<file path="src/rtl/alu_seq_pkg.sv">
// Shared definitions for the ALU operation sequencer: instruction layout and FSM states.
package alu_seq_pkg;

  localparam int unsigned INSTR_W = 20;

  // Instruction word fields: {ALU_Sel, A, B}
  localparam int unsigned SEL_HI = 19;
  localparam int unsigned SEL_LO = 16;
  localparam int unsigned A_HI   = 15;
  localparam int unsigned A_LO   = 8;
  localparam int unsigned B_HI   = 7;
  localparam int unsigned B_LO   = 0;

  typedef enum logic [1:0] {
    StIdle,
    StIssue,
    StDrain,
    StDone
  } seq_state_e;

endpackage

</file>
<file path="src/rtl/alu_prog_mem.sv">
// Program store: DEPTH x INSTR_W registers, one synchronous write port, one async read port.
module alu_prog_mem
  import alu_seq_pkg::*;
#(
  parameter int unsigned DEPTH = 16,
  localparam int unsigned AW = $clog2(DEPTH)
) (
  input  logic               clk_i,
  input  logic               we_i,
  input  logic [AW-1:0]      waddr_i,
  input  logic [INSTR_W-1:0] wdata_i,
  input  logic [AW-1:0]      raddr_i,
  output logic [INSTR_W-1:0] rdata_o
);

  logic [INSTR_W-1:0] mem_q [DEPTH];

  // Array is intentionally unreset; the owner's count gates which entries are live.
  always_ff @(posedge clk_i) begin
    if (we_i) begin
      mem_q[waddr_i] <= wdata_i;
    end
  end

  assign rdata_o = mem_q[raddr_i];

endmodule

</file>
<file path="src/rtl/alu_op_sequencer.sv">
// Replays a host-loaded program of ALU instructions, one per cycle, then captures Acc.
module alu_op_sequencer
  import alu_seq_pkg::*;
#(
  parameter int unsigned DEPTH    = 16,
  parameter int unsigned ALU_LAT  = 1,
  parameter logic [3:0]  IDLE_SEL = 4'b0000,
  localparam int unsigned AW = $clog2(DEPTH),
  localparam int unsigned CW = AW + 1,
  localparam int unsigned DW = $clog2(ALU_LAT + 1)
) (
  input  logic               clk_i,
  input  logic               rst_i,
  input  logic               load_valid_i,
  input  logic [INSTR_W-1:0] load_data_i,
  output logic               load_ready_o,
  input  logic               clr_i,
  input  logic               start_i,
  output logic               busy_o,
  output logic               done_o,
  output logic [CW-1:0]      count_o,
  output logic [7:0]         a_o,
  output logic [7:0]         b_o,
  output logic [3:0]         alu_sel_o,
  input  logic [7:0]         acc_i,
  output logic [7:0]         result_o
);

  seq_state_e         state_q, state_d;
  logic [CW-1:0]      count_q, count_d;
  logic [AW-1:0]      pc_q, pc_d;
  logic [DW-1:0]      drain_q, drain_d;
  logic [7:0]         result_q, result_d;

  logic               load_hs;
  logic               last_word;
  logic [CW-1:0]      eff_count;
  logic [INSTR_W-1:0] instr;

  assign load_ready_o = (state_q == StIdle) && (count_q < CW'(DEPTH));
  assign load_hs      = load_valid_i && load_ready_o;
  // A word loaded in the start cycle joins the run.
  assign eff_count    = count_q + CW'(load_hs);
  assign last_word    = ({1'b0, pc_q} == (count_q - CW'(1)));

  alu_prog_mem #(
    .DEPTH (DEPTH)
  ) u_prog_mem (
    .clk_i   (clk_i),
    .we_i    (load_hs && !clr_i),
    .waddr_i (count_q[AW-1:0]),
    .wdata_i (load_data_i),
    .raddr_i (pc_q),
    .rdata_o (instr)
  );

  // Next-state logic: loading/clear/start in idle, sequencing through issue and drain.
  always_comb begin
    state_d  = state_q;
    count_d  = count_q;
    pc_d     = pc_q;
    drain_d  = drain_q;
    result_d = result_q;
    unique case (state_q)
      StIdle: begin
        if (clr_i) begin
          count_d = '0;
        end else begin
          if (load_hs) begin
            count_d = count_q + CW'(1);
          end
          if (start_i) begin
            pc_d    = '0;
            drain_d = '0;
            state_d = (eff_count == '0) ? StDone : StIssue;
          end
        end
      end
      StIssue: begin
        if (last_word) begin
          state_d = StDrain;
          drain_d = '0;
        end else begin
          pc_d = pc_q + AW'(1);
        end
      end
      StDrain: begin
        if (drain_q == DW'(ALU_LAT - 1)) begin
          state_d  = StDone;
          result_d = acc_i;
        end else begin
          drain_d = drain_q + DW'(1);
        end
      end
      StDone: begin
        state_d = StIdle;
      end
      default: begin
        state_d = StIdle;
      end
    endcase
  end

  // State registers with asynchronous reset.
  always_ff @(posedge clk_i or posedge rst_i) begin
    if (rst_i) begin
      state_q  <= StIdle;
      count_q  <= '0;
      pc_q     <= '0;
      drain_q  <= '0;
      result_q <= '0;
    end else begin
      state_q  <= state_d;
      count_q  <= count_d;
      pc_q     <= pc_d;
      drain_q  <= drain_d;
      result_q <= result_d;
    end
  end

  // ALU drive: fields of the current word while issuing, idle pattern otherwise.
  always_comb begin
    a_o       = 8'h00;
    b_o       = 8'h00;
    alu_sel_o = IDLE_SEL;
    if (state_q == StIssue) begin
      a_o       = instr[A_HI:A_LO];
      b_o       = instr[B_HI:B_LO];
      alu_sel_o = instr[SEL_HI:SEL_LO];
    end
  end

  assign busy_o   = (state_q != StIdle);
  assign done_o   = (state_q == StDone);
  assign count_o  = count_q;
  assign result_o = result_q;

endmodule
</file>
<file path="config.mk">
export PLATFORM = sky130hd
export DESIGN_NAME = alu_op_sequencer
export DESIGN_NICKNAME = d
export VERILOG_FILES = /design/src/rtl/alu_seq_pkg.sv /design/src/rtl/alu_prog_mem.sv /design/src/rtl/alu_op_sequencer.sv
export SDC_FILE = /design/constraint.sdc
export NUM_CORES = 1
export LEC_CHECK = 0
export CORE_AREA = 2 2 176 178
export DETAILED_ROUTE_END_ITERATION = 12
export DIE_AREA = 0 0 178 180
export PLACE_DENSITY_LB_ADDON = 0.05
export SETUP_SLACK_MARGIN = 0.05
export SYNTH_ARGS = -nofsm -noshare
export SYNTH_HDL_FRONTEND = slang
export SYNTH_HIERARCHICAL = 1
export SYNTH_SLANG_ARGS = --single-unit
</file>
<file path="constraint.sdc">
create_clock -name clk_i -period 4 [get_ports clk_i]
set_input_delay 0.4 -clock clk_i [delete_from_list [all_inputs] [get_ports clk_i]]
set_output_delay 0.4 -clock clk_i [all_outputs]
set_load 0.02 [all_outputs]
</file>
-- Word level (Yosys, flattened, before mapping)
Memory sizes are Yosys's and may differ from the RTL's.
Cells that the tools add are included.
- add/sub/neg operators: 5
- order comparisons: 1
- eq/ne operators: 9
- muxes and demuxes: 22
- bitwise operators: 1
- reductions and logical operators: 15
- operators with widths (operator ; count):
    $mux W4 ; 4
    $mux W8 ; 2
    $reduce_and A4 Y1 ; 3
    $mux W2 ; 5
    $mux W5 ; 2
    $ne A2 B2 Y1 const B ; 5
    $pmux W2 S4 ; 1
    $pmux W4 S2 ; 1
    $mux W1 ; 6
    $reduce_bool A2 Y1 ; 3
    $add A5 B1 Y5 ; 1
    $add A5 B1 Y5 const B ; 1
    $eq A4 B5 Y1 ; 1
    $logic_not A5 Y1 ; 1
    $lt A5 B5 Y1 const B ; 1
    $sub A5 B1 Y5 const B ; 1
    $add A4 B1 Y4 const B ; 1
    $eq A2 B2 Y1 const B ; 2
    $reduce_and A2 Y1 ; 2
    $logic_and A1 B1 Y1 ; 3
    $pmux W1 S3 ; 1
    $reduce_bool A3 Y1 ; 1
    $eq A2 B1 Y1 const B ; 1
    $logic_not A2 Y1 ; 1
    other kinds (3) ; 3
- bits in registers: 20
- memory bits (writable): 320
- bits of input ports: 33
- output and inout port bits: 36
- logic and storage cells: 59
- memories: 1
- memory list (name ; depth ; width ; rd ports ; clocked after memory_dff ; write ports ; RTL line ; source):
    u_prog_mem.mem_q ; 16 ; 20 ; 1 ; 0 ; 1 ; alu_prog_mem.sv:16 ; logic [INSTR_W-1:0] mem_q [DEPTH];

-- Depth between registers and ports, before layout
Gate-level depths: netlist of run 1.
- word-level depth: 9
- gate-level depth with buffers: 12
- mapped depth without buffers: 11

-- By module
The synthesis of run 1 kept the hierarchy.
- by module, submodules not included (module ; times used ; cells each ; area an instance (um2) ; sequential area each (um2)):
    alu_prog_mem ; 1 ; 513 ; 12130.4 ; 9609.2
    alu_op_sequencer ; 1 ; 132 ; 1313.8 ; 475.5

-- Worst setup path after synthesis of run 1
No wires, ideal clock.
- path kind: register to register
- from: register state_q[0]
- to: memory u_prog_mem.mem_q[0][0], enable pin
- setup time: 0.422 ns
- arrival time: 3.502 ns
- required time: 3.578 ns
- slack: 0.076 ns
- cell stages (with the launch flop): 9
- buffers on the path: 1
- clock period less this slack: 3.924 ns
- path through: dfrtp_1 inv_1 ha_1 buf_2 nor2b_1 and2_1 and2b_1 or3b_2 nor3_1
- longest elaborated chain between the ends: 6
- ends and longest elaborated chain (element ; RTL line ; source):
    start, declared ; alu_op_sequencer.sv:29 ; seq_state_e state_q, state_d;
    start signal, assigned ; alu_op_sequencer.sv:107 ; state_q <= StIdle;
    start signal, assigned ; alu_op_sequencer.sv:113 ; state_q <= state_d;
    $logic_not A2 Y1 ; alu_op_sequencer.sv:40 ; assign load_ready_o = (state_q == StIdle) && (count_q < CW'(DEPTH));
    $logic_and A1 B1 Y1 ; alu_op_sequencer.sv:40 ;
    via load_ready_o ; alu_op_sequencer.sv:16 ; output logic load_ready_o,
    $logic_and A1 B1 Y1 ; alu_op_sequencer.sv:41 ; assign load_hs = load_valid_i && load_ready_o;
    $logic_and A1 B1 Y1 ; alu_op_sequencer.sv:50 ; .we_i (load_hs && !clr_i),
    $mux W1 ; alu_prog_mem.sv:20 ; if (we_i) begin
    $mux W1 (not written as such) ; alu_prog_mem.sv:21 ; mem_q[waddr_i] <= wdata_i;
    end, declared ; alu_prog_mem.sv:16 ;
The timed path passes the listed nets, and every way through them passes these cells.

-- Worst setup path in the final report of run 1
- from: register pc_q[0]
- to: output b_o[5]
- longest elaborated chain between the ends: 2
- ends and longest elaborated chain (element ; RTL line ; source):
    start, declared ; alu_op_sequencer.sv:31 ; logic [AW-1:0] pc_q, pc_d;
    start signal, assigned ; alu_op_sequencer.sv:115 ; pc_q <= pc_d;
    $mem_v2 Z16 W20 ; - ;
    via instr[5] ; alu_op_sequencer.sv:38 ; logic [INSTR_W-1:0] instr;
    $mux W8 ; alu_op_sequencer.sv:126 ; if (state_q == StIssue) begin
    end, declared ; alu_op_sequencer.sv:23 ; output logic [7:0] b_o,
The timed path passes the listed nets, and every way through them passes these cells.

==> results.txt, run 1 <==
----------------------------------------------------
[CTS]
  Cell at the root of the clock tree ... sky130_fd_sc_hd__clkbuf_16
  Inserted Clock Buffers ... 36
  Resized Gates After CTS ... 0
  Post-CTS setup buffers ... 1
  Number of buffers between clock root and the deepest sink ... 3
  Clock transition at path regs ... 60 ps
  Clock net sink count ... 339
  Clock insertion delay at the later pin of the skew report ... 510 ps
  H-tree depth reported by CTS ... 2
  CTS tree ... built
  Cts hold-fix bufs ... 0

[Finish]
  Combined area of the multi-input logic cells ... 3210 µm²
  Count of nets after finishing ... 794
  Leading cell type in the layout, fill and taps excluded ... sky130_fd_sc_hd__edfxtp_1
  Count of filler cells inserted in the layout ... 2348
  Commonest cells after routing, fill and taps aside ... sky130_fd_sc_hd__edfxtp_1 (320), sky130_fd_sc_hd__clkdlybuf4s50_1 (68), sky130_fd_sc_hd__mux4_2 (64)
  Number of diodes ... 0
  Layout-stage area growth over the synthesis result ... 18.7%
  Fraction of layout cells with a size suffix above 1 ... 23.8%
  Sequential cell area ... 10100 µm²

[STA]
  Count of pins over their slew limit ... 0
  Clock skew after layout ... 14.0 ps
  Slew of the pin with the lowest slew margin ... 770 ps
  Max Fclk ... 0.270 GHz
  Tightest hold margin ... 330 ps
  Fin crit share ... 92.7%
  # setup viols final ... 0
  Tightest slew margin relative to the limit ... 48.6%
  Final Hold Vio Count ... 0
  Final period demand of the worst path ... 3710 ps
  Setup repair after global routing missed its margin ... no
  Post-Route Setup TNS ... 0 ps

[Die]
  I/O pin count ... 69
  Core area ... 30200 µm²
  Starting density of the core ... 44.5%
  Number of placement rows ... 64
  Vert. Die Dim ... 180 µm
  Die boundary width ... 178 µm
  Overall die area ... 32000 µm²

[Yosys]
  Share of Yosys cell area claimed by the top area cell type ... 71.5%
  Count of flip-flops with a built-in enable after synthesis ... 320
  Mean post-synth cell area ... 20.8 µm²
  Leading cell types by total area after synthesis ... sky130_fd_sc_hd__edfxtp_1 (71%), sky130_fd_sc_hd__mux4_2 (11%), sky130_fd_sc_hd__dfrtp_1 (3.5%)
  Number of register bits inferred by synthesis ... 339
  Netlist Area Pre-Place ... 13400 µm²
  Share of async-settable or async-resettable flops after synthesis ... 5.60%
  Cell taking the most area after synthesis ... sky130_fd_sc_hd__edfxtp_1
  Synth warn ... 6
  Leading register cell type out of synthesis ... sky130_fd_sc_hd__edfxtp_1
  Number of standard cells after synthesis ... 645
  Post-synthesis cell type count ... 44
  Syn nets ... 688
  Share of synthesized area occupied by flip-flops and latches ... 75.0%

[Worst setup path]
  Worst Path Class, Setup ... reg2out
  Type of destination of the critical path ... output port
  CP required ... 3600 ps
  Arrival time at the worst endpoint ... 3310 ps
  Register-to-register setup slack ... 980 ps
  Crit-path max FO ... 21
  Critical path launch point type ... flop
  Cell count of the worst reg-to-reg path ... 8
  Worst reg2reg path startpoint ... state_q[0]
  R2R Path End ... u_prog_mem/mem_q[13][15]

[Placement]
  Buffers on Ports ... 68
  Final RePlAce weighted congestion ... 0.742
  Detailed placer's ending HPWL ... 17700 µm

[Route]
  First DRT Iteration DRCs ... 555
  Residual DRC count ... 0
  Detailed-route vias per instance ... 5.75
  Total detailed-routing wirelength ... 31200 µm
  Count of TritonRoute iterations in the first routing pass ... 5
  Number of nets with antenna violations after routing ... 0
  Detailed-route wire length per cell ... 26.7 µm
  Via count ... 6725

[Global routing]
  First-pass GRT wire length ... 46600 µm
  Vias in the first global route ... 7152
  Global Route Usage Sum ... 20.2%
  Maximum number of pins on one net before global-route repair ... 52
  Total congestion overflow ... 0
  Antenna violations before repair ... 2

[Min path]
  Path type of the worst min-delay path ... in2async

[Pwr]
  Static power due to leakage ... 5.42 nW
  Ratio of total power to cell area ... 442 nW/µm²
  Design Power ... 0.00706 W
  VDD IR-drop max ... 304 µV

[Status]
  Status ... complete, no violations

[Job]
  Total of max-cap violations ... 0

----------------------------------------------------
## through the flow
step                setup WS (ps)  instance area, µm²  instances  util [%]
floorplan                    76.0               13400        645         -
global placement              508               14900       1108      49.2
detailed placement            578               14900       1108      49.2
CTS                           253               16000       1170      52.9
global route                  176               16000       1170      52.9
finish                        294               16000       1170      52.9
## report_power, final
part | internal (W) | total, W | switching, W
Combinational | 0.0000279 | 0.0000785 | 0.0000506
Clock | 0.00181 | 0.00310 | 0.00129
Sequential | 0.00388 | 0.00388 | 0
## layout make-up
cell class	instances	area share (%)
tap	396	3.10
clock inverter	22	0.988
sequential	339	63.2
clock buffer	39	5.85
inverter	8	0.188
multi-input combinational	266	20.1
timing repair buffer	100	6.55
## per-layer routing
metal	part of all wire, %	up-vias	global-route usage (%)
li1	-	2883	-
met1	42	3598	27.7
met2	50	192	33.7
met3	5.4	50	3.34
met4	2.0	2	5.57
met5	0.022	-	0
## critical path: stages, from the launching register on
cell	delay (ps)
sky130_fd_sc_hd__dfrtp_4	770
sky130_fd_sc_hd__buf_4	300
sky130_fd_sc_hd__mux4_1	620
sky130_fd_sc_hd__a22oi_1	330
sky130_fd_sc_hd__nand2_1	80
sky130_fd_sc_hd__and2_1	170
sky130_fd_sc_hd__clkdlybuf4s50_1	530
## logic make-up (layout without fill, tap and decap cells)
kind of cell             count (synthesis)  after routing  share of synthesized area (%)
flip-flops                             339            339                           75.0
AND/OR/NAND/NOR                         96             96                           3.90
multiplexers                            91             91                           14.8
AO/OA/AOI/OAI                           60             60                           3.21
buffers and inverters                   40            169                           1.55
adder cells (fa/ha/maj)                 10             10                          0.931
XOR/XNOR                                 9              9                          0.642
## cell usage after synthesis (7+ instances only)
cell type	instances
sky130_fd_sc_hd__mux2_2	9
sky130_fd_sc_hd__mux4_2	64
sky130_fd_sc_hd__nor2_1	19
sky130_fd_sc_hd__and2_1	23
sky130_fd_sc_hd__mux4_1	16
sky130_fd_sc_hd__inv_1	8
sky130_fd_sc_hd__ha_1	10
sky130_fd_sc_hd__a21oi_1	7
sky130_fd_sc_hd__a22oi_1	40
sky130_fd_sc_hd__edfxtp_1	320
sky130_fd_sc_hd__nand2_1	27
sky130_fd_sc_hd__clkbuf_1	20
sky130_fd_sc_hd__dfrtp_1	19
## state kept, by name, indices dropped and copies added, names as in the netlist
register / count
u_prog_mem/mem_q: 320
result_o: 8
count_o: 5
pc_q: 4
state_q: 2
## how the worst max path moves through the flow
| stage | startpoint | end | slack [ps] | depth (start not counted) |
|---|---|---|---|---|
| 6_report | pc_q[0] | b_o[5] | 290 | 6 |
| 5_1_grt | pc_q[0] | b_o[5] | 180 | 6 |
| 4_1_cts | pc_q[0] | b_o[5] | 250 | 6 |
| 3_5_place_dp | pc_q[0] | b_o[5] | 580 | 6 |
| 3_3_place_gp | pc_q[0] | b_o[5] | 510 | 6 |
| 2_1_floorplan | state_q[0] | u_prog_mem/mem_q[0][0] | 80 | 8 |
(Power assumes the default switching activity.)
==> run 2: changes to the inputs <==
--- a/config.mk
+++ b/config.mk
@@ -6,6 +6,7 @@
 export NUM_CORES = 1
 export LEC_CHECK = 0
 export CORE_AREA = 2 2 176 178
+export CTS_CLUSTER_SIZE = 24
 export DETAILED_ROUTE_END_ITERATION = 12
 export DIE_AREA = 0 0 178 180
 export PLACE_DENSITY_LB_ADDON = 0.05
==> constraint.sdc (replaced) <==
create_clock -name clk_i -period 4.2 [get_ports clk_i]
set_input_delay 0.42 -clock clk_i [delete_from_list [all_inputs] [get_ports clk_i]]
set_output_delay 0.42 -clock clk_i [all_outputs]
set_load 0.02 [all_outputs]
==> run 2 against run 1 <==
Compared with the run above: clock skew is 1.3 ps higher; highest routed layer is now met4; register-to-register slack worse by 90 ps; via count is 1.2% lower; combinational power is 2% lower.
==> results.txt, run 2 (same netlist as run 1, synthesis figures left out) <==
----------------------------------------------------
[Die]
  I/O pin count ... 69
  Vert. Die Dim ... 180 µm
  Die boundary width ... 178 µm
  Starting density of the core ... 44.5%
  Overall die area ... 32000 µm²
  Core area ... 30200 µm²
  Number of placement rows ... 64

[STA]
  Post-Route Setup TNS ... 0 ps
  Clock skew after layout ... 15.3 ps
  Final Hold Vio Count ... 0
  Fin crit share ... 92.8%
  Smallest setup slack after layout ... 300 ps
  Max Fclk ... 0.256 GHz
  Tightest hold margin ... 357 ps
  Slew of the pin with the lowest slew margin ... 1090 ps
  Tightest slew margin relative to the limit ... 27.7%
  # setup viols final ... 0
  Final period demand of the worst path ... 3900 ps
  Setup repair after global routing missed its margin ... no
  Count of pins over their slew limit ... 0

[Finish]
  Fraction of layout cells with a size suffix above 1 ... 22.7%
  Leading cell type in the layout, fill and taps excluded ... sky130_fd_sc_hd__edfxtp_1
  Register with the highest flop count ... u_prog_mem/mem_q
  Commonest cells after routing, fill and taps aside ... sky130_fd_sc_hd__edfxtp_1 (320), sky130_fd_sc_hd__clkdlybuf4s50_1 (68), sky130_fd_sc_hd__mux4_2 (64)
  Share of the core filled with cells in the final layout ... 52.6%
  Count of filler cells inserted in the layout ... 2386
  Largest register FFs ... 320
  Count of nets after finishing ... 794
  Layout-stage area growth over the synthesis result ... 18.0%

[Worst setup path]
  Crit-path max FO ... 38
  Critical path's largest stage delay ... 930 ps
  Worst Path Class, Setup ... reg2out
  Critical path's slowest cell ... sky130_fd_sc_hd__dfrtp_4
  Type of destination of the critical path ... output port
  Arrival time at the worst endpoint ... 3480 ps
  Worst Path Buf+Inv ... 2
  Critical path launch point type ... flop
  Top delay family on crit path ... buffers and inverters
  CP required ... 3780 ps
  Crit path cell chain ... buf_4, mux4_1, a22oi_1, nand2_1, and2_1, clkdlybuf4s50_1

[CTS]
  Clock transition at path regs ... 70 ps
  Cell at the root of the clock tree ... sky130_fd_sc_hd__clkbuf_16
  Inserted Clock Buffers ... 36
  Number of buffers between clock root and the deepest sink ... 3
  CTS tree ... built
  Clock net sink count ... 339
  H-tree depth reported by CTS ... 2
  Clock insertion delay at the later pin of the skew report ... 510 ps
  Post-CTS setup buffers ... 0
  Cts hold-fix bufs ... 0
  Resized Gates After CTS ... 0

[Min path]
  Path type of the worst min-delay path ... in2async

[Global routing]
  Met3 track demand over resource in global routing ... 3.24%
  Met1 track demand over resource in global routing ... 26.0%
  Antenna violations before repair ... 1
  Global Route Usage Sum ... 19.2%
  First-pass GRT wire length ... 45200 µm
  Maximum number of pins on one net before global-route repair ... 39
  Vias in the first global route ... 7173
  Routing layer with the top usage in global route ... met2
  Total congestion overflow ... 0
  Global-route met2 utilization ... 32.2%

[Route]
  Number of nets with antenna violations after routing ... 0
  Count of TritonRoute iterations in the first routing pass ... 5
  Total detailed-routing wirelength ... 29700 µm
  First DRT Iteration DRCs ... 511
  Via count ... 6645
  Detailed-route vias per instance ... 5.67
  Detailed-route wire length per cell ... 25.4 µm
  Residual DRC count ... 0

[Pwr]
  VDD IR-drop max ... 281 µV
  Ratio of total power to cell area ... 424 nW/µm²
  Static power due to leakage ... 5.38 nW

[Placement]
  Final RePlAce weighted congestion ... 0.743
  Buffers on Ports ... 68
  Dpl ws ... 768 ps
  Detailed placer's ending HPWL ... 18000 µm

[Status]
  Status ... complete, no violations

[Job]
  Total of max-cap violations ... 0

----------------------------------------------------
==> run 2: worst paths after layout <==
path | slack (ps) | cells past startpoint | from | end
worst max register to register | 890 | 8 | state_q[0] | u_prog_mem/mem_q[1][7]
worst min-delay path | 360 | 2 | rst_i | result_o[7]
min in group clk_i | 510 | 1 | result_o[3] | result_o[3]
max in group asynchronous | 3250 | 2 | rst_i | pc_q[1]
worst min register to register | 510 | 1 | result_o[3] | result_o[3]
worst max-delay path | 300 | 6 | pc_q[0] | b_o[6]
==> run 2: power by group <==
| part | switching (W) | total [W] | internal [W] |
|---|---|---|---|
| clock | 0.00122 | 0.00295 | 0.00173 |
| combinational | 0.0000504 | 0.0000769 | 0.0000265 |
| sequential | 0 | 0.00370 | 0.00370 |
| total | 0.00127 | 0.00672 | 0.00546 |
==> run 2: metrics by stage <==
| step | power, W | cell area, µm² | instances |
|---|---|---|---|
| floorplan | 0.00377 | 13400 | 645 |
| global placement | 0.00384 | 14800 | 1109 |
| detailed placement | 0.00385 | 14800 | 1109 |
| CTS | 0.00680 | 15900 | 1170 |
| global route | 0.00694 | 15900 | 1171 |
| finish | 0.00672 | 15900 | 1171 |
==> run 2: layout make-up <==
cell class	count	area, µm²	area share, %
repair buffers	100	958	6.04
clock buffers	47	963	6.07
multi-input cells	266	3210	20.2
diodes	1	2.50	0.0158
clock inverters	14	120	0.757
inverters	8	30.0	0.189
flip-flops and latches	339	10100	63.6
well taps	396	495	3.12
==> run 2: per-layer routing <==
metal | wire length [µm] | part of all wire, % | vias to the layer above
met2 | 15100 | 51 | 175
met5 | 0 | 0 | -
met3 | 1430 | 4.8 | 45
li1 | - | - | 2874
met1 | 12500 | 42 | 3551
met4 | 699 | 2.4 | 0
